### config.mk
export PLATFORM = sky130hd
export DESIGN_NAME = execute_muldiv_unit_flat
export DESIGN_NICKNAME = d
export VERILOG_FILES = /design/src/rtl/execute_muldiv_unit_pkg.sv /design/src/rtl/execute_muldiv_unit_if.sv /design/src/rtl/muldiv_restoring_divider.sv /design/src/rtl/execute_muldiv_unit.sv /design/src/flat_wrapper.sv
export SDC_FILE = /design/constraint.sdc
export NUM_CORES = 1
export LEC_CHECK = 0
export ABC_AREA = 1
export CELL_PAD_IN_SITES_DETAIL_PLACEMENT = 1
export CELL_PAD_IN_SITES_GLOBAL_PLACEMENT = 2
export CORE_ASPECT_RATIO = 1.25
export CORE_UTILIZATION = 28
export CTS_BUF_LIST = sky130_fd_sc_hd__clkbuf_16
export CTS_CLUSTER_DIAMETER = 50
export DETAILED_ROUTE_END_ITERATION = 7
export PLACE_DENSITY_LB_ADDON = 0.1
export SLEW_MARGIN = 20
export SYNTH_ARGS = -nofsm -noshare
export SYNTH_HDL_FRONTEND = slang
export SYNTH_SLANG_ARGS = --single-unit
### constraint.sdc
create_clock -name CLK -period 2.3 [get_ports CLK]
set_input_delay 0.46 -clock CLK [delete_from_list [all_inputs] [get_ports CLK]]
set_output_delay 0.46 -clock CLK [all_outputs]
set_load 0.05 [all_outputs]
### src/rtl/execute_muldiv_unit_pkg.sv
// Shared definitions for the Execute-stage multiply/divide unit: op encodings,
// FSM state type and the default operand width.
package muldiv_pkg;

  localparam int DEFAULT_WIDTH = 32;

  typedef enum logic [1:0] {
    OP_MULTU = 2'b00,
    OP_MULT  = 2'b01,
    OP_DIVU  = 2'b10,
    OP_DIV   = 2'b11
  } op_t;

  typedef enum logic [1:0] {
    IDLE = 2'b00,
    RUN  = 2'b01,
    FIN  = 2'b10
  } state_t;

  function automatic logic op_is_signed(input logic [1:0] op);
    return (op == OP_MULT) || (op == OP_DIV);
  endfunction

endpackage

### src/rtl/execute_muldiv_unit_if.sv
// Request/result bundle between the Execute stage and the multiply/divide unit.
interface execute_muldiv_unit_if #(
  parameter int WIDTH = muldiv_pkg::DEFAULT_WIDTH
);
  // StartE is a single-cycle request taken only while Busy=0 and CLR=0; there
  // is no ready, Busy is the back-pressure and Done marks the HI/LO write.
  logic             CLR;
  logic             StartE;
  logic [1:0]       OpE;
  logic [WIDTH-1:0] SrcAE;
  logic [WIDTH-1:0] SrcBE;
  logic             Busy;
  logic             Done;
  logic             DivZero;
  logic [WIDTH-1:0] HI;
  logic [WIDTH-1:0] LO;

  modport master (
    output CLR, StartE, OpE, SrcAE, SrcBE,
    input  Busy, Done, DivZero, HI, LO
  );

  modport slave (
    input  CLR, StartE, OpE, SrcAE, SrcBE,
    output Busy, Done, DivZero, HI, LO
  );
endinterface

### src/rtl/muldiv_restoring_divider.sv
// One restoring-division step: shifts the next dividend bit into the partial
// remainder and shifts one quotient bit into the dividend/quotient register.
module muldiv_restoring_divider #(
  parameter int WIDTH = 32
) (
  input  logic [WIDTH-1:0] i_rem,
  input  logic [WIDTH-1:0] i_quo,
  input  logic [WIDTH-1:0] i_divisor,
  output logic [WIDTH-1:0] o_rem,
  output logic [WIDTH-1:0] o_quo
);

  logic [WIDTH:0] w_shifted;
  logic [WIDTH:0] w_trial;

  always_comb begin
    w_shifted = {i_rem, i_quo[WIDTH-1]};
    w_trial   = w_shifted - {1'b0, i_divisor};
    // A borrow out of the top bit means the trial subtraction is undone.
    if (w_trial[WIDTH]) begin
      o_rem = w_shifted[WIDTH-1:0];
      o_quo = {i_quo[WIDTH-2:0], 1'b0};
    end else begin
      o_rem = w_trial[WIDTH-1:0];
      o_quo = {i_quo[WIDTH-2:0], 1'b1};
    end
  end

endmodule

### src/rtl/execute_muldiv_unit.sv
// Iterative MULT/MULTU/DIV/DIVU unit for the Execute stage; results land in HI/LO
// WIDTH+1 cycles after the start is accepted. Divider built only with MULDIV_DIV_EN.
module execute_muldiv_unit
  import muldiv_pkg::*;
#(
  parameter int WIDTH = DEFAULT_WIDTH
) (
  input  logic                   CLK,
  input  logic                   RST,
  execute_muldiv_unit_if.slave   mdu,
  output state_t                 o_dbg_state
);

  localparam int              CW        = $clog2(WIDTH + 1);
  localparam logic [CW-1:0]   LAST_ITER = CW'(WIDTH - 1);

  state_t             r_state;
  state_t             w_next_state;
  logic [CW-1:0]      r_cnt;
  logic [2*WIDTH-1:0] r_acc;
  logic [2*WIDTH-1:0] w_acc_step;
  logic [WIDTH:0]     w_mul_sum;
  logic [WIDTH-1:0]   r_a;
  logic               r_neg_res;
  logic               r_done;
  logic [WIDTH-1:0]   r_hi;
  logic [WIDTH-1:0]   r_lo;
  logic [2*WIDTH-1:0] w_prod;
  logic [WIDTH-1:0]   w_res_hi;
  logic [WIDTH-1:0]   w_res_lo;
  logic               w_signed_op;
  logic               w_a_neg;
  logic               w_b_neg;
  logic [WIDTH-1:0]   w_a_mag;
  logic [WIDTH-1:0]   w_b_mag;
  logic               w_accept;
  logic               w_fin_write;

`ifdef MULDIV_DIV_EN
  logic               r_is_div;
  logic               r_neg_rem;
  logic [WIDTH-1:0]   r_b;
  logic               r_div_zero;
  logic [WIDTH-1:0]   w_div_rem;
  logic [WIDTH-1:0]   w_div_quo;

  muldiv_restoring_divider #(.WIDTH(WIDTH)) u_div (
    .i_rem     (r_acc[2*WIDTH-1:WIDTH]),
    .i_quo     (r_acc[WIDTH-1:0]),
    .i_divisor (r_b),
    .o_rem     (w_div_rem),
    .o_quo     (w_div_quo)
  );
`endif

  // Operands are reduced to magnitudes at accept; signs are re-applied in FIN.
  assign w_signed_op = op_is_signed(mdu.OpE);
  assign w_a_neg     = w_signed_op && mdu.SrcAE[WIDTH-1];
  assign w_b_neg     = w_signed_op && mdu.SrcBE[WIDTH-1];
  assign w_a_mag     = w_a_neg ? -mdu.SrcAE : mdu.SrcAE;
  assign w_b_mag     = w_b_neg ? -mdu.SrcBE : mdu.SrcBE;

`ifdef MULDIV_DIV_EN
  assign w_accept = (r_state == IDLE) && mdu.StartE && !mdu.CLR;
`else
  assign w_accept = (r_state == IDLE) && mdu.StartE && !mdu.CLR && !mdu.OpE[1];
`endif

  assign w_fin_write = (r_state == FIN) && !mdu.CLR;

  always_comb begin
    w_next_state = r_state;
    unique case (r_state)
      IDLE: if (w_accept) w_next_state = RUN;
      RUN: begin
        if (mdu.CLR)                w_next_state = IDLE;
        else if (r_cnt == LAST_ITER) w_next_state = FIN;
      end
      FIN:     w_next_state = IDLE;
      default: w_next_state = IDLE;
    endcase
  end

  always_ff @(posedge CLK or negedge RST) begin
    if (!RST) r_state <= IDLE;
    else      r_state <= w_next_state;
  end

  // Shift-add: the multiplier sits in the low half and is consumed LSB first.
  always_comb begin
    w_mul_sum  = {1'b0, r_acc[2*WIDTH-1:WIDTH]} +
                 (r_acc[0] ? {1'b0, r_a} : {(WIDTH+1){1'b0}});
    w_acc_step = {w_mul_sum, r_acc[WIDTH-1:1]};
`ifdef MULDIV_DIV_EN
    if (r_is_div) w_acc_step = {w_div_rem, w_div_quo};
`endif
  end

  always_comb begin
    w_prod   = r_neg_res ? -r_acc : r_acc;
    w_res_hi = w_prod[2*WIDTH-1:WIDTH];
    w_res_lo = w_prod[WIDTH-1:0];
`ifdef MULDIV_DIV_EN
    if (r_is_div) begin
      w_res_lo = r_neg_res ? -r_acc[WIDTH-1:0] : r_acc[WIDTH-1:0];
      w_res_hi = r_neg_rem ? -r_acc[2*WIDTH-1:WIDTH] : r_acc[2*WIDTH-1:WIDTH];
    end
`endif
  end

  always_ff @(posedge CLK or negedge RST) begin
    if (!RST) begin
      r_cnt     <= '0;
      r_acc     <= '0;
      r_a       <= '0;
      r_neg_res <= 1'b0;
      r_done    <= 1'b0;
      r_hi      <= '0;
      r_lo      <= '0;
`ifdef MULDIV_DIV_EN
      r_is_div   <= 1'b0;
      r_neg_rem  <= 1'b0;
      r_b        <= '0;
      r_div_zero <= 1'b0;
`endif
    end else begin
      r_done <= w_fin_write;
`ifdef MULDIV_DIV_EN
      r_div_zero <= w_fin_write && r_is_div && (r_b == '0);
`endif
      if (w_fin_write) begin
        r_hi <= w_res_hi;
        r_lo <= w_res_lo;
      end
      if (w_accept) begin
        r_cnt     <= '0;
        r_a       <= w_a_mag;
        r_neg_res <= w_a_neg ^ w_b_neg;
`ifdef MULDIV_DIV_EN
        r_is_div  <= mdu.OpE[1];
        r_neg_rem <= w_a_neg;
        r_b       <= w_b_mag;
        r_acc     <= {{WIDTH{1'b0}}, (mdu.OpE[1] ? w_a_mag : w_b_mag)};
`else
        r_acc     <= {{WIDTH{1'b0}}, w_b_mag};
`endif
      end else if (r_state == RUN) begin
        r_acc <= w_acc_step;
        r_cnt <= r_cnt + 1'b1;
      end
    end
  end

  assign mdu.Busy    = (r_state != IDLE);
  assign mdu.Done    = r_done;
  assign mdu.HI      = r_hi;
  assign mdu.LO      = r_lo;
`ifdef MULDIV_DIV_EN
  assign mdu.DivZero = r_div_zero;
`else
  assign mdu.DivZero = 1'b0;
`endif
  assign o_dbg_state = r_state;

endmodule

### src/flat_wrapper.sv
// flat-port wrapper written by rule: the top's interface ports become plain ports
module execute_muldiv_unit_flat import muldiv_pkg::*;
#(
  parameter int WIDTH = DEFAULT_WIDTH
)
  (CLK, RST, o_dbg_state, mdu_CLR, mdu_StartE, mdu_OpE, mdu_SrcAE, mdu_SrcBE, mdu_Busy, mdu_Done, mdu_DivZero, mdu_HI, mdu_LO);
  execute_muldiv_unit_if #(.WIDTH(WIDTH)) mdu_i ();
  input  logic CLK;
  input  logic RST;
  output state_t o_dbg_state;
  input wire logic [$bits(mdu_i.CLR)-1:0] mdu_CLR;
  input wire logic [$bits(mdu_i.StartE)-1:0] mdu_StartE;
  input wire logic [$bits(mdu_i.OpE)-1:0] mdu_OpE;
  input wire logic [$bits(mdu_i.SrcAE)-1:0] mdu_SrcAE;
  input wire logic [$bits(mdu_i.SrcBE)-1:0] mdu_SrcBE;
  output wire logic [$bits(mdu_i.Busy)-1:0] mdu_Busy;
  output wire logic [$bits(mdu_i.Done)-1:0] mdu_Done;
  output wire logic [$bits(mdu_i.DivZero)-1:0] mdu_DivZero;
  output wire logic [$bits(mdu_i.HI)-1:0] mdu_HI;
  output wire logic [$bits(mdu_i.LO)-1:0] mdu_LO;
  assign mdu_i.CLR = mdu_CLR;
  assign mdu_i.StartE = mdu_StartE;
  assign mdu_i.OpE = mdu_OpE;
  assign mdu_i.SrcAE = mdu_SrcAE;
  assign mdu_i.SrcBE = mdu_SrcBE;
  assign mdu_Busy = mdu_i.Busy;
  assign mdu_Done = mdu_i.Done;
  assign mdu_DivZero = mdu_i.DivZero;
  assign mdu_HI = mdu_i.HI;
  assign mdu_LO = mdu_i.LO;
  execute_muldiv_unit #(.WIDTH(WIDTH)) u_core (.CLK(CLK), .RST(RST), .mdu(mdu_i), .o_dbg_state(o_dbg_state));
endmodule
==> results of run 1 <==
flip-flops by register name, summed over array words and instances, names as in the netlist:
| name | flops |
|---|---|
| u_core.o_dbg_state | 2 |
| u_core.r_cnt | 6 |
| u_core.mdu.HI | 32 |
| u_core.r_neg_res | 1 |
| u_core.r_a | 32 |
| u_core.r_acc | 64 |
| u_core.mdu.Done | 1 |
| u_core.mdu.LO | 32 |
power by group:
part / internal, mW / leakage (nW) / total (mW) / switching (mW)
logic: 3.40 / 6.36 / 8.67 / 5.27
clock network: 1.54 / 0.284 / 2.99 / 1.45
registers: 3.59 / 2.19 / 4.51 / 0.916
total: 8.53 / 8.83 / 16.2 / 7.64
final timing paths:
kind,to,depth (start not counted)
max in group asynchronous,u_core.r_acc[55]$_DFFE_PN0P_,3
max reg2reg,u_core.r_acc[45]$_DFFE_PN0P_,14
min reg2reg,u_core.mdu.HI[11]$_DFFE_PN0P_,2
min in group CLK,u_core.mdu.HI[11]$_DFFE_PN0P_,2
min,u_core.mdu.LO[0]$_DFFE_PN0P_,2
max,u_core.r_acc[45]$_DFFE_PN0P_,14
critical path, cell delays in order (launching register included):
cell and delay [ps]:
dfrtp_2 440, buf_12 150, nand2_2 70, inv_2 50
ha_4 160, fa_2 370, nand3_2 100, nand3_4 90
nand2_2 90, nand2_4 50, nand2_2 80, nand2_4 70
or2_2 280, nand3_1 70, o21ai_1 60
cell usage after synthesis (14+ instances only):
cell / number / share of area [%]
nand2_1: 769 / 22
inv_1: 268 / 7.6
nor2_1: 243 / 6.9
nand3_1: 182 / 6.9
dfrtp_1: 170 / 32
o21ai_0: 101 / 3.8
a21oi_1: 48 / 1.8
xor2_1: 38 / 2.5
nand4_1: 37 / 1.8
ha_1: 36 / 3.4
clkbuf_1: 25 / 0.71
buf_2: 24 / 0.91
o21ai_1: 18 / 0.68
nor3_1: 15 / 0.57
o22ai_1: 15 / 0.71
o221ai_1: 14 / 0.93
what timing repair did:
item / in CTS / in global routing
gates cloned: 0 / 3
pin swaps: 1 / 69
resized for setup: 16 / 241
buffers inserted: 1 / 13
setup endpoints to repair: 11 / 33
endpoints found under the hold margin: 32 / 0
hold buffers: 1 / 0
kinds of logic (layout without fill, tap and decap cells):
group | Yosys count | in the layout | synth area share, %
adder cells (fa/ha/maj) | 37 | 37 | 3.57
XOR/XNOR | 45 | 45 | 2.99
AND/OR/NAND/NOR | 1303 | 1303 | 41.6
buffers and inverters | 335 | 585 | 9.97
flip-flops | 170 | 170 | 32.3
AO/OA/AOI/OAI | 221 | 221 | 9.57
other | 1 | 1 | 0.0285
layer usage:
layer  vias to the layer above  track usage [%]  part of all wire [%]
met5                         -                0                     0
met4                         0             6.23                   2.2
met3                        51             1.94                   2.1
met2                       215             36.3                    46
met1                      6707             31.7                    50
li1                       7153                -                     -
layout make-up:
| class | instances | area (um^2) | area share [%] |
|---|---|---|---|
| clock buffer | 17 | 425 | 2.38 |
| clock inverter | 15 | 155 | 0.867 |
| inverter | 278 | 1050 | 5.89 |
| multi-input combinational | 1607 | 8620 | 48.2 |
| sequential | 170 | 4260 | 23.8 |
| tap | 585 | 732 | 4.09 |
| timing repair buffer | 275 | 2640 | 14.8 |
cells in the final DEF (no fill, tap or decap), types with 5 or more instances in the layout:
| master | instances |
|---|---|
| inv_2 | 27 |
| nand3b_1 | 10 |
| a21oi_1 | 35 |
| nor2_4 | 12 |
| o221ai_1 | 14 |
| clkbuf_16 | 19 |
| o21ai_0 | 98 |
| a21oi_2 | 12 |
| nand2_1 | 687 |
| nor3_1 | 12 |
| nand4_1 | 37 |
| clkdlybuf4s50_1 | 135 |
| nand3_2 | 25 |
| xor2_1 | 38 |
| xnor2_1 | 7 |
| dfrtp_1 | 168 |
| o22ai_1 | 15 |
| o21ai_1 | 21 |
| ha_1 | 7 |
| inv_6 | 5 |
| nand3_1 | 161 |
| o21ai_2 | 5 |
| inv_1 | 247 |
| buf_4 | 115 |
| nand2_4 | 25 |
| nor2_1 | 225 |
| ha_4 | 27 |
| buf_12 | 14 |
| nor2_2 | 19 |
| buf_6 | 7 |
| nand2_2 | 64 |
| o21bai_1 | 11 |
per-stage QoR:
| stage | cells | power, mW | setup WS, ps | TNS [ps] | utilization (%) |
|---|---|---|---|---|---|
| floorplan | 2112 | 8.58 | 7.10 | 0 | - |
| global placement | 2897 | 11.6 | -120 | -327 | 34.8 |
| detailed placement | 2897 | 11.8 | -109 | -620 | 34.8 |
| CTS | 2931 | 14.9 | -74.9 | -133 | 36.2 |
| global route | 2947 | 17.4 | -87.3 | -993 | 38.7 |
| finish | 2947 | 16.2 | 15.8 | 0 | 38.7 |
==> results.toml, run 1 <==
[floorplanning]
initial_core_util_pct = 28.5
die_w_um = 196
die_y_um = 244
die-area_mm2 = 0.0479
io_pins = 139
rows = 88
core_mm2 = 0.0462

[detailed_routing]
via_per_inst = 4.79
drcViolationCount = 0
drt_pre_antenna_iters = 5
vias = 14126
wl_per_cell_um = 18.0
first_iter_violations = 703
final_antenna_net_count = 0
wirelength_mm = 53.1

[hold_path]
hp-class = "in2async"

[pwr]
peakVddDrop_v = 0.000415
p_leak_nw = 8.83
powerDensity_mw_per_mm2 = 904

[critical_path]
critPathKind = "reg2reg"
reg2reg_slack_ps = 20
worst_r2r_startpoint = "u_core.r_acc[0]$_DFFE_PN0P_"
path_max_fanout = 5
critPathLaunch = "u_core.r_acc[0]$_DFFE_PN0P_"
worstPathRequired_ps = 2640
critPathLaunchType = "register"
end_kind = "register"
crit_arrival_ps = 2630

[grt]
grt_pass1_wl_mm = 82.9
grt_pass1_vias = 14519
track_usage_pct = 22.4
grt_overflow_total = 0
grt_max_degree = 95
antenna_found_initial = 0

[timing]
fmax_mhz = 438
setup_violations = 0
rsz0062_at_grt = "true"
finalCritPeriodShare_pct = 99.3
holdWs_ps = 466
worstMarginPinSlew_ps = 535
fin_crit_ps = 2280
finalMaxSlewViolations = 0
skew_ps = 12.5
max_slew_margin_pct = 64.2
finalHoldViolCount = 0

[finish]
n_antenna_cell = 0
postLayoutCellArea_mm2 = 0.0179
num-nets-final = 2456
area_growth_pct = 35.8
drive_gt1_share_pct = 17.7
fill_cells = 5930

[place]
portBuffers = 137
globalplace.congestion = 0.863
place_hpwl_mm = 43.0
dpl_cell_area_mm2 = 0.0161

[logic_synthesis]
yosys_warnings = 0
synth_ff_type = "dfrtp_1"
syn_area_per_cell_um2 = 6.23
synth_cell_type_count = 47
synth_area_mm2 = 0.0132
async_flop_share_pct = 100
synth-seq-area-share_pct = 32.3
synth-edff-count = 0
synth-seq-cells = 170
synth_nets = 2219
synth_cells = 2112

[flow_run]
max-cap-violations = 0

[status]
outcome = "completed"

[cts]
clkLatencyLatePin_ps = 460
cts.sinks = 170
cts_inserted_buffers = 17
path_clk_slew_ps = 80
htree_num_levels = 4
cts_tree = "yes"
clock-root-buffer = "clkbuf_16"
clock_path_buffers = 2
Note: power is estimated with default switching activity, not from simulation.
==> inputs of run 2 (changes only) <==
--- a/config.mk
+++ b/config.mk
@@ -6,14 +6,12 @@
 export NUM_CORES = 1
 export LEC_CHECK = 0
 export ABC_AREA = 1
-export CELL_PAD_IN_SITES_DETAIL_PLACEMENT = 1
-export CELL_PAD_IN_SITES_GLOBAL_PLACEMENT = 2
 export CORE_ASPECT_RATIO = 1.25
-export CORE_UTILIZATION = 28
+export CORE_UTILIZATION = 43
 export CTS_BUF_LIST = sky130_fd_sc_hd__clkbuf_16
 export CTS_CLUSTER_DIAMETER = 50
 export DETAILED_ROUTE_END_ITERATION = 7
-export PLACE_DENSITY_LB_ADDON = 0.1
+export PLACE_DENSITY = 0.66
 export SLEW_MARGIN = 20
 export SYNTH_ARGS = -nofsm -noshare
 export SYNTH_HDL_FRONTEND = slang
==> run 2 against run 1 <==
Against the previous run:
- routed wire length fell by 17%
- largest cell class unchanged
- critical path type unchanged
- highest routed layer unchanged
- sequential power barely moved
- setup slack improved by 59 ps
- combinational power fell by 16%
- clock skew barely moved
- non-clock buffer count fell by 65
- die area fell by 35%
- count of clock-buffer cells in the layout did not move
- global-route usage rose by 6.4 points
- critical path depth fell by 1
- flip-flop and latch count did not move
- maximum frequency rose by 2.7%
==> results.toml, run 2 (synthesized netlist as in run 1, its figures left out) <==
[status]
outcome = "completed"

[critical_path]
cp_common_cell = "nand2_1"
worst_path_max_delay_cell = "dfrtp_2"
end_kind = "register"
critPathKind = "reg2reg"
critPathLaunchType = "register"
path_max_fanout = 6
crit_family = "simple AND/OR/NAND/NOR gates"
worstPathRequired_ps = 2630
worstPathCellList = "nand2_1 -> inv_1 -> ha_2 -> fa_2 -> nand3_2 -> nand3_4 -> nand2_1 -> nand2_2 -> nand2_1 -> nand2_2 -> or2_2 -> nand3_1 -> o21ai_0"
crit_arrival_ps = 2550
reg2reg_slack_ps = 70
crit_buf_inv = 1
cpPeakStageDelay_ps = 500

[floorplanning]
die_w_um = 159
io_pins = 139
die-area_mm2 = 0.0313
die_y_um = 198
initial_core_util_pct = 43.7
core_mm2 = 0.0301
rows = 71

[timing]
rsz0062_at_grt = "true"
fmax_mhz = 449
finalMaxSlewViolations = 0
holdWs_ps = 470
finalHoldViolCount = 0
worstMarginPinSlew_ps = 669
setup_violations = 0
max_slew_margin_pct = 55.3
fin_crit_ps = 2230
skew_ps = 12.1
finalCritPeriodShare_pct = 96.7

[cts]
cts_tree = "yes"
clock_path_buffers = 2
clkLatencyLatePin_ps = 450
path_clk_slew_ps = 80
cts_inserted_buffers = 17
clock-root-buffer = "clkbuf_16"
cts.sinks = 170
htree_num_levels = 4

[finish]
area_growth_pct = 26.8
utilization_pct = 55.4
num-nets-final = 2391
fill_cells = 2948
layout_common_cells = "nand2_1, inv_1, nor2_1"
layout_commonest_cell = "nand2_1"
largest_reg_flops = 64
top_register = "u_core.r_acc"
drive_gt1_share_pct = 11.3
n_antenna_cell = 0

[flow_run]
max-cap-violations = 0

[grt]
grt_max_degree = 95
grt_overflow_total = 0
antenna_found_initial = 0
grt_pass1_wl_mm = 69.2
track_usage_pct = 28.8
grt_pass1_vias = 13068

[detailed_routing]
wl_per_cell_um = 16.4
drcViolationCount = 0
drt_pre_antenna_iters = 7
wirelength_mm = 44.2
vias = 14010
via_per_inst = 5.19
final_antenna_net_count = 0
first_iter_violations = 961

[hold_path]
hp-class = "in2async"

[pwr]
peakVddDrop_v = 0.000473
p_leak_nw = 8.35
powerDensity_mw_per_mm2 = 884

[place]
place_hpwl_mm = 34.6
portBuffers = 137
globalplace.congestion = 0.952
run 2: final cells by class:
class | instances | area [um^2] | area share, %
multi-input combinational | 1607 | 8190 | 49.1
tap | 401 | 502 | 3.01
clock buffer | 17 | 425 | 2.55
inverter | 278 | 1050 | 6.27
clock inverter | 15 | 173 | 1.03
sequential | 170 | 4260 | 25.5
timing repair buffer | 210 | 2100 | 12.6
run 2: repair_timing:
action,CTS,global route
pin swaps,0,14
cloned,0,2
resized for setup,2,124
hold buffers,1,0
endpoints found under the hold margin,31,0
setup buffers,0,2
setup endpoints to repair,2,25
run 2: metal layers:
layer  wire length [um]  global-route usage (%)  part of all wire, %
met4               1660                    12.5                  3.7
met2              20200                    45.3                   46
met5                  0                       0                    0
met3               2400                    3.18                  5.4
met1              20000                    39.7                   45
run 2: worst paths after layout:
path / end / start / depth (start not counted)
max in group asynchronous: u_core.mdu.HI[21]$_DFFE_PN0P_ / RST / 3
setup / recovery: u_core.r_acc[45]$_DFFE_PN0P_ / u_core.r_acc[0]$_DFFE_PN0P_ / 13
hold reg to reg: u_core.mdu.HI[28]$_DFFE_PN0P_ / u_core.mdu.HI[28]$_DFFE_PN0P_ / 2
min in group CLK: u_core.mdu.HI[28]$_DFFE_PN0P_ / u_core.mdu.HI[28]$_DFFE_PN0P_ / 2
hold / removal: u_core.o_dbg_state[0]$_DFFE_PN0P_ / RST / 2
setup reg to reg: u_core.r_acc[45]$_DFFE_PN0P_ / u_core.r_acc[0]$_DFFE_PN0P_ / 13
run 2: through the flow:
stage                     instances  TNS [ps]  instance area [um^2]  total power [mW]  setup slack (ps)
after global placement         2661     -42.5                 15400              10.9             -24.5
after detailed placement       2661     -22.8                 15400              10.9             -22.8
after global routing           2698      -299                 16700              15.8             -73.4
final                          2698         0                 16700              14.8              75.0
after floorplan                2112         0                 13200              8.58              7.10
after CTS                      2694         0                 16000              13.9              34.8
run 2: power by group:
part           internal (mW)  total, mW  switching (mW)  leakage [nW]
Clock                   1.47       2.92            1.45         0.295
Combinational           2.75       7.32            4.57          5.87
Sequential              3.59       4.50           0.916          2.19
